===== src/rtl/mc_controller_pkg.sv =====
// Shared encodings for the multi-cycle MIPS controller: FSM states,
// instruction classes, and the datapath control encodings (IFU, EXT, ALU, MUX).
package mc_controller_pkg;

    typedef enum logic [2:0] {
        MC_FETCH  = 3'd0,
        MC_DECODE = 3'd1,
        MC_EXEC   = 3'd2,
        MC_MEM    = 3'd3,
        MC_WB     = 3'd4
    } mc_state_t;

    typedef enum logic [3:0] {
        INSTR_NOP  = 4'd0,
        INSTR_ADDU = 4'd1,
        INSTR_SUBU = 4'd2,
        INSTR_ORI  = 4'd3,
        INSTR_LUI  = 4'd4,
        INSTR_LW   = 4'd5,
        INSTR_SW   = 4'd6,
        INSTR_BEQ  = 4'd7,
        INSTR_JAL  = 4'd8,
        INSTR_JR   = 4'd9
    } instr_class_t;

    // Opcode / funct fields
    localparam logic [5:0] OP_RTYPE   = 6'h00;
    localparam logic [5:0] OP_ORI     = 6'h0D;
    localparam logic [5:0] OP_LUI     = 6'h0F;
    localparam logic [5:0] OP_LW      = 6'h23;
    localparam logic [5:0] OP_SW      = 6'h2B;
    localparam logic [5:0] OP_BEQ     = 6'h04;
    localparam logic [5:0] OP_JAL     = 6'h03;
    localparam logic [5:0] FUNCT_ADDU = 6'h21;
    localparam logic [5:0] FUNCT_SUBU = 6'h23;
    localparam logic [5:0] FUNCT_JR   = 6'h08;

    // Next-PC source
    localparam logic [1:0] IFU_NORMAL = 2'd0;
    localparam logic [1:0] IFU_BRANCH = 2'd1;
    localparam logic [1:0] IFU_JUMP   = 2'd2;
    localparam logic [1:0] IFU_JREG   = 2'd3;

    // Immediate extension
    localparam logic [1:0] EXT_UNSIGNED = 2'd0;
    localparam logic [1:0] EXT_SIGNED   = 2'd1;
    localparam logic [1:0] EXT_SHIFT    = 2'd2;

    // ALU operation
    localparam logic [3:0] ALU_ADD = 4'd0;
    localparam logic [3:0] ALU_SUB = 4'd1;
    localparam logic [3:0] ALU_OR  = 4'd2;

    // Datapath mux selects
    localparam logic [1:0] MUX_ALUOP2_REGSEL   = 2'd0;
    localparam logic [1:0] MUX_ALUOP2_EXTSEL   = 2'd1;
    localparam logic [1:0] MUX_REGWADDR_RDSEL  = 2'd0;
    localparam logic [1:0] MUX_REGWADDR_RTSEL  = 2'd1;
    localparam logic [1:0] MUX_REGWADDR_LINK   = 2'd2;
    localparam logic [1:0] MUX_REGWDATA_ALUSEL = 2'd0;
    localparam logic [1:0] MUX_REGWDATA_MEMSEL = 2'd1;
    localparam logic [1:0] MUX_REGWDATA_LINK   = 2'd2;

endpackage


===== src/rtl/mc_instr_decoder.sv =====
// Combinational instruction classifier: opcode, plus funct for R-type.
// Anything not recognised is reported as a nop.
module mc_instr_decoder
    import mc_controller_pkg::*;
(
    input  logic [5:0]   opcode,
    input  logic [5:0]   funct,
    output instr_class_t instr_class
);

    // Map opcode/funct to an instruction class
    always_comb begin
        instr_class = INSTR_NOP;
        case (opcode)
            OP_RTYPE: begin
                case (funct)
                    FUNCT_ADDU: instr_class = INSTR_ADDU;
                    FUNCT_SUBU: instr_class = INSTR_SUBU;
                    FUNCT_JR:   instr_class = INSTR_JR;
                    default:    instr_class = INSTR_NOP;
                endcase
            end
            OP_ORI:  instr_class = INSTR_ORI;
            OP_LUI:  instr_class = INSTR_LUI;
            OP_LW:   instr_class = INSTR_LW;
            OP_SW:   instr_class = INSTR_SW;
            OP_BEQ:  instr_class = INSTR_BEQ;
            OP_JAL:  instr_class = INSTR_JAL;
            default: instr_class = INSTR_NOP;
        endcase
    end

endmodule


===== src/rtl/mc_controller.sv =====
// Multi-cycle MIPS control unit: FETCH/DECODE/EXEC/MEM/WB state machine that
// drives the datapath enables, IFU mode, ALU operation and mux selects.
// The class decoded in DECODE is latched so later states ignore live Instr.
module mc_controller
    import mc_controller_pkg::*;
(
    input  logic        clk,
    input  logic        reset,
    input  logic [31:0] Instr,
    input  logic        ALU_Zero,
    output logic        PC_WEnable,
    output logic        IR_WEnable,
    output logic [1:0]  IFUCG_Mode,
    output logic        GRF_WEnable,
    output logic        DM_WEnable,
    output logic [1:0]  EXT_Mode,
    output logic [3:0]  ALU_Operation,
    output logic [1:0]  MUX_ALUOp2_Sel,
    output logic [1:0]  MUX_RegWAddr_Sel,
    output logic [1:0]  MUX_RegWData_Sel,
    output logic [2:0]  State,
    output logic        Instr_Done
);

    mc_state_t    state, state_next;
    instr_class_t dec_class, cls_q;

    // Register / shamt fields do not affect control
    logic instr_unused;
    assign instr_unused = ^Instr[25:6];

    mc_instr_decoder u_decoder (
        .opcode      (Instr[31:26]),
        .funct       (Instr[5:0]),
        .instr_class (dec_class)
    );

    // State register and class latched at the end of DECODE
    always_ff @(posedge clk) begin
        if (reset) begin
            state <= MC_FETCH;
            cls_q <= INSTR_NOP;
        end else begin
            state <= state_next;
            if (state == MC_DECODE) begin
                cls_q <= dec_class;
            end
        end
    end

    // Next-state and per-state outputs; reset forces every output to zero
    always_comb begin
        state_next       = state;
        PC_WEnable       = 1'b0;
        IR_WEnable       = 1'b0;
        IFUCG_Mode       = IFU_NORMAL;
        GRF_WEnable      = 1'b0;
        DM_WEnable       = 1'b0;
        EXT_Mode         = EXT_UNSIGNED;
        ALU_Operation    = ALU_ADD;
        MUX_ALUOp2_Sel   = MUX_ALUOP2_REGSEL;
        MUX_RegWAddr_Sel = MUX_REGWADDR_RDSEL;
        MUX_RegWData_Sel = MUX_REGWDATA_ALUSEL;
        Instr_Done       = 1'b0;

        // Operand controls stay put from EXEC through WB so the ALU result
        // (and the memory address for lw/sw) is stable until it is consumed.
        if (state == MC_EXEC || state == MC_MEM || state == MC_WB) begin
            case (cls_q)
                INSTR_SUBU: ALU_Operation = ALU_SUB;
                INSTR_BEQ:  ALU_Operation = ALU_SUB;
                INSTR_ORI: begin
                    ALU_Operation  = ALU_OR;
                    EXT_Mode       = EXT_UNSIGNED;
                    MUX_ALUOp2_Sel = MUX_ALUOP2_EXTSEL;
                end
                INSTR_LUI: begin
                    ALU_Operation  = ALU_OR;
                    EXT_Mode       = EXT_SHIFT;
                    MUX_ALUOp2_Sel = MUX_ALUOP2_EXTSEL;
                end
                INSTR_LW, INSTR_SW: begin
                    ALU_Operation  = ALU_ADD;
                    EXT_Mode       = EXT_SIGNED;
                    MUX_ALUOp2_Sel = MUX_ALUOP2_EXTSEL;
                end
                default: ALU_Operation = ALU_ADD;
            endcase
        end

        case (state)
            MC_FETCH: begin
                IR_WEnable = 1'b1;
                PC_WEnable = 1'b1;
                IFUCG_Mode = IFU_NORMAL;
                state_next = MC_DECODE;
            end
            MC_DECODE: begin
                if (dec_class == INSTR_NOP) begin
                    Instr_Done = 1'b1;
                    state_next = MC_FETCH;
                end else begin
                    state_next = MC_EXEC;
                end
            end
            MC_EXEC: begin
                case (cls_q)
                    INSTR_ADDU, INSTR_SUBU, INSTR_ORI, INSTR_LUI: state_next = MC_WB;
                    INSTR_LW, INSTR_SW: state_next = MC_MEM;
                    INSTR_BEQ: begin
                        IFUCG_Mode = IFU_BRANCH;
                        PC_WEnable = ALU_Zero;
                        Instr_Done = 1'b1;
                        state_next = MC_FETCH;
                    end
                    INSTR_JAL: begin
                        IFUCG_Mode       = IFU_JUMP;
                        PC_WEnable       = 1'b1;
                        GRF_WEnable      = 1'b1;
                        MUX_RegWAddr_Sel = MUX_REGWADDR_LINK;
                        MUX_RegWData_Sel = MUX_REGWDATA_LINK;
                        Instr_Done       = 1'b1;
                        state_next       = MC_FETCH;
                    end
                    INSTR_JR: begin
                        IFUCG_Mode = IFU_JREG;
                        PC_WEnable = 1'b1;
                        Instr_Done = 1'b1;
                        state_next = MC_FETCH;
                    end
                    default: begin
                        Instr_Done = 1'b1;
                        state_next = MC_FETCH;
                    end
                endcase
            end
            MC_MEM: begin
                if (cls_q == INSTR_SW) begin
                    DM_WEnable = 1'b1;
                    Instr_Done = 1'b1;
                    state_next = MC_FETCH;
                end else begin
                    state_next = MC_WB;
                end
            end
            MC_WB: begin
                GRF_WEnable = 1'b1;
                Instr_Done  = 1'b1;
                state_next  = MC_FETCH;
                if (cls_q == INSTR_ADDU || cls_q == INSTR_SUBU) begin
                    MUX_RegWAddr_Sel = MUX_REGWADDR_RDSEL;
                end else begin
                    MUX_RegWAddr_Sel = MUX_REGWADDR_RTSEL;
                end
                if (cls_q == INSTR_LW) begin
                    MUX_RegWData_Sel = MUX_REGWDATA_MEMSEL;
                end else begin
                    MUX_RegWData_Sel = MUX_REGWDATA_ALUSEL;
                end
            end
            default: state_next = MC_FETCH;
        endcase

        if (reset) begin
            state_next       = MC_FETCH;
            PC_WEnable       = 1'b0;
            IR_WEnable       = 1'b0;
            IFUCG_Mode       = IFU_NORMAL;
            GRF_WEnable      = 1'b0;
            DM_WEnable       = 1'b0;
            EXT_Mode         = EXT_UNSIGNED;
            ALU_Operation    = ALU_ADD;
            MUX_ALUOp2_Sel   = MUX_ALUOP2_REGSEL;
            MUX_RegWAddr_Sel = MUX_REGWADDR_RDSEL;
            MUX_RegWData_Sel = MUX_REGWDATA_ALUSEL;
            Instr_Done       = 1'b0;
        end
    end

    assign State = reset ? 3'd0 : state;

endmodule

===== config.mk =====
export PLATFORM = sky130hd
export DESIGN_NAME = mc_controller
export DESIGN_NICKNAME = d
export VERILOG_FILES = /design/src/rtl/mc_controller_pkg.sv /design/src/rtl/mc_instr_decoder.sv /design/src/rtl/mc_controller.sv
export SDC_FILE = /design/constraint.sdc
export NUM_CORES = 1
export LEC_CHECK = 0
export CAP_MARGIN = 5
export CORE_UTILIZATION = 38
export DETAILED_ROUTE_END_ITERATION = 8
export HOLD_SLACK_MARGIN = 0.05
export PLACE_DENSITY = 0.88
export SYNTH_ARGS = -nofsm -noshare
export SYNTH_HDL_FRONTEND = slang
export SYNTH_SLANG_ARGS = --single-unit

===== constraint.sdc =====
create_clock -name clk -period 4.2 [get_ports clk]
set_input_delay 0.84 -clock clk [delete_from_list [all_inputs] [get_ports clk]]
set_output_delay 0.84 -clock clk [all_outputs]
set_load 0.02 [all_outputs]

==> results.cfg, run 1 <==
[outcome]
status = complete, no violations

[critical_path]
crit_arrival_ns = 2.97
path_class = input pin to output port
critPathSlowestCell = or4_4
worstSetupStartpointType = input pin
required_ns = 3.36
cp_num_buf_inv = 2
path_delay_family = buffers and inverters
setup.worst_path.end_class = output port
crit_fanout = 7
crit_chain = clkdlybuf4s50_1, or4_4, a21o_1, a21oi_1, o22ai_1, clkdlybuf4s50_1
slowest_delay_ns = 0.60
cpMostUsedCell = clkdlybuf4s50_1

[place]
gp_congestion = 0.858
post-dp-hpwl_um = 1740
io_buffer_count = 33

[synthesis]
yosys.area_share.simple_pct = 41.1
synth_area_per_cell_um2 = 7.05
seq_area_frac_synth_pct = 16.6
synth_area_um2 = 846
synth_top_family_by_area = simple AND/OR/NAND/NOR gates
synth_seq_cells = 7
async_reset_ff_share_pct = 0
syn_inst = 120
synth_fa_ha_area_share_pct = 0
ys_top_cells_by_area = dfxtp_1 17%, a21oi_1 5.9%, nor2_1 4.9%
yosys.area.top_type = dfxtp_1
synth.top_cell.area_share_pct = 16.6
synth_compound_area_share_pct = 27.7
muxShareOfSynthArea_pct = 0
yosys_most_used_dff = dfxtp_1
synth.distinct_cells = 42
synth_edf_count = 0
yosysWarnings = 0
synth_xor_area_share_pct = 3.11

[die]
die_y_um = 49.2
initial_utilization_pct = 41.8
die_x_um = 49.2
coreArea_um2 = 2020
dieArea_um2 = 2420
io_pins = 57
rows = 16

[drt]
drt_first_pass_iters = 4
drtIter0Drc = 41
ant_nets = 0
drc = 0
wl_per_cell_um = 12.9
vias_per_cell = 5.64
vias = 993
drt_wl_total_um = 2260

[power]
switchingPower_w = 0.0000689
max-vdd-ir-drop_v = 0.000156
internal-power_w = 0.000136
p_sw_share_pct = 33.7
power.leakage_nw = 0.407
comb_power_share_pct = 31.0
power_density_nw_per_um2 = 172
p_seq_share_pct = 37.9
p_clk_share_pct = 31.2

[clock_tree]
post_cts_resized = 0
clk_transition_reported_paths_ns = 0.05
cts_hold_buf = 0
htree_levels = 1
cts_max_path_buffers = 2
cts_tree = built
numClockSinks = 7
cts_buffers = 3
insertion_delay_ns = 0.27
post_cts_buffers = 0
root_buffer = clkbuf_4

[final_layout]
antenna-diode-count = 0
final_cell_mix = 33 x clkdlybuf4s50_1, 11 x nor2_1, 10 x a21oi_1
mostFrequentLayoutCell = clkdlybuf4s50_1
drive_gt1_share_pct = 8.72
fillCellCount = 182
final_nets = 185
syn2layout_area_growth_pct = 40.5

[sta]
setup_viol = 0
worst_pin_slew_ns = 0.528
maxSlewHeadroom_pct = 64.6
fmax_mhz = 263
fin_tns_setup_ns = 0
rsz0062_at_grt = false
post-route-period-util_pct = 90.6
skew_ns = 0.00873
holdWs_ns = 0.546
post-route-min-period_ns = 3.81
slew_violations = 0
final_hold_viol_count = 0

[grt]
grt_pass1_vias = 886
grt_max_degree = 17
grt_pass1_wl_um = 3790
grt_usage_pct = 20.2
grt_overflow = 0
antenna_found_initial = 0

[min_path]
hold_path_class = register to register

[job]
timing.max_cap.violations = 0
[synthesized netlist by cell type, types with 2 or more instances]
| master | count |
|---|---|
| a21o_1 | 2 |
| xnor2_1 | 2 |
| or3_1 | 4 |
| a21oi_1 | 10 |
| dfxtp_1 | 7 |
| nand2b_1 | 6 |
| nand3_1 | 3 |
| nand3b_1 | 4 |
| or4_4 | 2 |
| nand4b_1 | 2 |
| inv_1 | 8 |
| nand2_1 | 8 |
| nor3_1 | 4 |
| o211ai_1 | 2 |
| nor4_1 | 3 |
| o32ai_1 | 2 |
| clkbuf_1 | 6 |
| o21ai_0 | 2 |
| buf_4 | 4 |
| nor2_1 | 11 |
| a211o_1 | 2 |
| nor2b_1 | 5 |
| a211oi_1 | 2 |
[worst register-to-register path, cell delays in order (launching register included)]
cell and delay [ns]:
dfxtp_1 0.51, nor3b_2 0.53, nand2b_1 0.15, a211o_1 0.30
o211ai_1 0.09
[stage by stage]
stage / worst slack, ns / area, µm² / total power, W / util [%] / std cells
after CTS: 0.413 / 1190 / 0.000206 / 58.8 / 176
after global placement: 0.420 / 1160 / 0.000139 / 57.4 / 172
after floorplan: 1.34 / 853 / 0.000116 / - / 122
after global routing: 0.274 / 1190 / 0.000217 / 58.8 / 176
after detailed placement: 0.421 / 1160 / 0.000141 / 57.4 / 172
final: 0.393 / 1190 / 0.000204 / 58.8 / 176
[power groups by stage]
stage | registers [W] | clock network [W] | logic [W]
after floorplan | 0.0000715 | 0 | 0.0000447
after global placement | 0.0000784 | 0 | 0.0000610
after detailed placement | 0.0000787 | 0 | 0.0000627
after CTS | 0.0000772 | 0.0000660 | 0.0000630
after global routing | 0.0000785 | 0.0000697 | 0.0000689
final | 0.0000775 | 0.0000637 | 0.0000633
[metal layers]
layer  global-route usage (%)  vias up  share of wire, %
li1                         -      492                 -
met3                     4.98        6               5.6
met1                     25.2      462                44
met4                     10.3        0               1.5
met2                     31.7       33                48
met5                        0        -                 0
[cells by family after synthesis]
| group | after synthesis |
|---|---|
| AO/OA/AOI/OAI | 32 |
| XOR/XNOR | 3 |
| buffers and inverters | 19 |
| flip-flops | 7 |
| other | 1 |
| AND/OR/NAND/NOR | 58 |
[area by class of cell]
| cell class | instances | area (µm²) | area share, % |
|---|---|---|---|
| clock inverters | 1 | 5.00 | 0.421 |
| repair buffers | 34 | 338 | 28.4 |
| well taps | 27 | 33.8 | 2.84 |
| flip-flops and latches | 7 | 140 | 11.8 |
| clock buffers | 3 | 22.5 | 1.89 |
| multi-input cells | 96 | 619 | 52.1 |
| inverters | 8 | 30.0 | 2.53 |
[final timing paths]
path | startpoint | endpoint | slack [ns] | depth (start not counted)
worst max-delay path | Instr[27] | Instr_Done | 0.39 | 6
worst min-delay path | state[1]$_SDFF_PP0_ | state[0]$_SDFF_PP0_ | 0.55 | 1
worst max register to register | state[0]$_SDFF_PP0_ | state[1]$_SDFF_PP0_ | 2.54 | 4
worst min register to register | state[1]$_SDFF_PP0_ | state[0]$_SDFF_PP0_ | 0.55 | 1
[sequential cells by signal, summed over array words and instances, names as in the netlist]
name	cells
cls_q	4
state	3
No activity file was read; power rests on OpenSTA's default activity.
==> run 2: changes to the inputs <==
--- a/config.mk
+++ b/config.mk
@@ -6,6 +6,7 @@
 export NUM_CORES = 1
 export LEC_CHECK = 0
 export CAP_MARGIN = 5
+export CORE_MARGIN = 2
 export CORE_UTILIZATION = 38
 export DETAILED_ROUTE_END_ITERATION = 8
 export HOLD_SLACK_MARGIN = 0.05
==> run 2 against run 1 <==
Against the previous run:
- first-iteration DRC count is 39% lower
- sequential power is 0.5% lower
- worst setup slack gained 0.038 ns
- register-to-register slack barely moved
- worst hold slack worse by 0.020 ns
- cell area unchanged
- cell count is 0.57% higher
- non-clock buffer count is the same
- sequential share of layout area unchanged
- total power decreased by 0.57%
- largest cell class unchanged
==> results.cfg, run 2 (synthesized netlist as in run 1, its figures left out) <==
[critical_path]
r2r-end = cls_q[1]$_SDFFE_PP0P_
crit_arrival_ns = 2.93
worstSetupStartpointType = input pin
regToRegStartpoint = state[0]$_SDFF_PP0_
setup.worst_path.end_class = output port
path_class = input pin to output port
crit_fanout = 7
required_ns = 3.36
rr_worst_depth = 4
r2r_slack_ns = 2.55

[drt]
ant_nets = 0
drt_first_pass_iters = 4
drt_wl_total_um = 2200
drtIter0Drc = 25
vias_per_cell = 5.54
drc = 0
wl_per_cell_um = 12.4
vias = 980

[job]
timing.max_cap.violations = 0

[clock_tree]
post_cts_resized = 0
htree_levels = 1
clk_transition_reported_paths_ns = 0.06
post_cts_buffers = 0
cts_hold_buf = 0
numClockSinks = 7
cts_max_path_buffers = 2
cts_tree = built
insertion_delay_ns = 0.26
root_buffer = clkbuf_4
cts_buffers = 3

[min_path]
min_path_cells = 1
hold_path_class = register to register
holdPathEnd = state[0]$_SDFF_PP0_
hp-start = state[1]$_SDFF_PP0_

[place]
post-dp-hpwl_um = 1760
gp_congestion = 0.841
io_buffer_count = 33

[grt]
grt_usage_pct = 18.8
grt_pass1_wl_um = 3810
antenna_found_initial = 0
grt_overflow = 0
grt_pass1_vias = 921
grt_max_degree = 17

[sta]
setup_viol = 0
worst_pin_slew_ns = 0.575
fmax_mhz = 265
skew_ns = 0.00826
rsz0062_at_grt = false
slew_violations = 0
post-route-period-util_pct = 89.7
post-route-min-period_ns = 3.77
final_hold_viol_count = 0
maxSlewHeadroom_pct = 61.5
fin_tns_setup_ns = 0

[final_layout]
final_cell_mix = 33 x clkdlybuf4s50_1, 11 x nor2_1, 10 x a21oi_1
syn2layout_area_growth_pct = 40.5
antenna-diode-count = 0
fillCellCount = 201
drive_gt1_share_pct = 8.05
mostFrequentLayoutCell = clkdlybuf4s50_1
final_nets = 185
largestRegisters = cls_q: 4 flops, state: 3 flops
largest_register = cls_q
largest_register_ffs = 4

[die]
die_x_um = 51.2
io_pins = 57
initial_utilization_pct = 39.4
rows = 17
die_y_um = 51.2
dieArea_um2 = 2620
coreArea_um2 = 2150

[power]
max-vdd-ir-drop_v = 0.000152
power_density_nw_per_um2 = 171
fin_total_pwr_w = 0.000203
power.leakage_nw = 0.404

[outcome]
status = complete, no violations
-- run 2: changes by cell type in the layout (fill, tap and decap cells not counted) --
cell      previous run  this run
clkinv_2             1         0
clkbuf_1             0         1
-- run 2: report_power, final --
group	total, W	switching [W]	internal, W
Combinational	0.0000637	0.0000322	0.0000315
Sequential	0.0000771	0.00000789	0.0000692
Clock	0.0000625	0.0000262	0.0000364
-- run 2: area by class of cell --
| class | instances | area, µm² | share of cell area, % |
|---|---|---|---|
| clock buffer | 4 | 26.3 | 2.21 |
| inverter | 8 | 30.0 | 2.53 |
| multi-input combinational | 96 | 619 | 52.1 |
| sequential | 7 | 140 | 11.8 |
| tap | 28 | 35.0 | 2.95 |
| timing repair buffer | 34 | 338 | 28.4 |
-- run 2: critical path: stages --
cell and delay, ns:
clkdlybuf4s50_1 0.52, or4_4 0.60, a21o_1 0.18, a21oi_1 0.15
o22ai_1 0.10, clkdlybuf4s50_1 0.54
-- run 2: how the worst max path moves through the flow --
stage,to,cells after the start,from
global route,Instr_Done,6,Instr[27]
finish,Instr_Done,6,Instr[27]
global placement,Instr_Done,6,Instr[27]
CTS,Instr_Done,6,Instr[27]
floorplan,MUX_RegWData_Sel[0],3,reset
detailed placement,Instr_Done,6,Instr[27]
-- run 2: layer usage --
metal | part of all wire [%] | global-route usage (%) | wire, µm | up-vias
met5 | 0 | 0 | 0 | -
met4 | 0.77 | 5.86 | 17 | 0
met3 | 4.6 | 4.68 | 101 | 2
met2 | 51 | 32.3 | 1110 | 25
met1 | 44 | 22.8 | 965 | 457
li1 | - | - | - | 496
-- run 2: per-stage QoR --
step | instances | hold slack, ns | setup slack, ns | cell area [µm²] | utilization (%)
5_1_grt | 177 | 0.580 | 0.346 | 1190 | 55.3
6_report | 177 | 0.526 | 0.431 | 1190 | 55.3
3_3_place_gp | 173 | 0.505 | 0.450 | 1160 | 54.1
3_5_place_dp | 173 | 0.518 | 0.428 | 1160 | 54.1
2_1_floorplan | 122 | 0.480 | 1.34 | 853 | -
4_1_cts | 177 | 0.528 | 0.431 | 1190 | 55.3
==> run 3: changes to the inputs <==
--- a/config.mk
+++ b/config.mk
@@ -6,7 +6,7 @@
 export NUM_CORES = 1
 export LEC_CHECK = 0
 export CAP_MARGIN = 5
-export CORE_MARGIN = 2
+export CORE_MARGIN = 1
 export CORE_UTILIZATION = 38
 export DETAILED_ROUTE_END_ITERATION = 8
 export HOLD_SLACK_MARGIN = 0.05
==> results of run 3 <==
No change in the layout: final DEF, timing and power equal those of run 1.
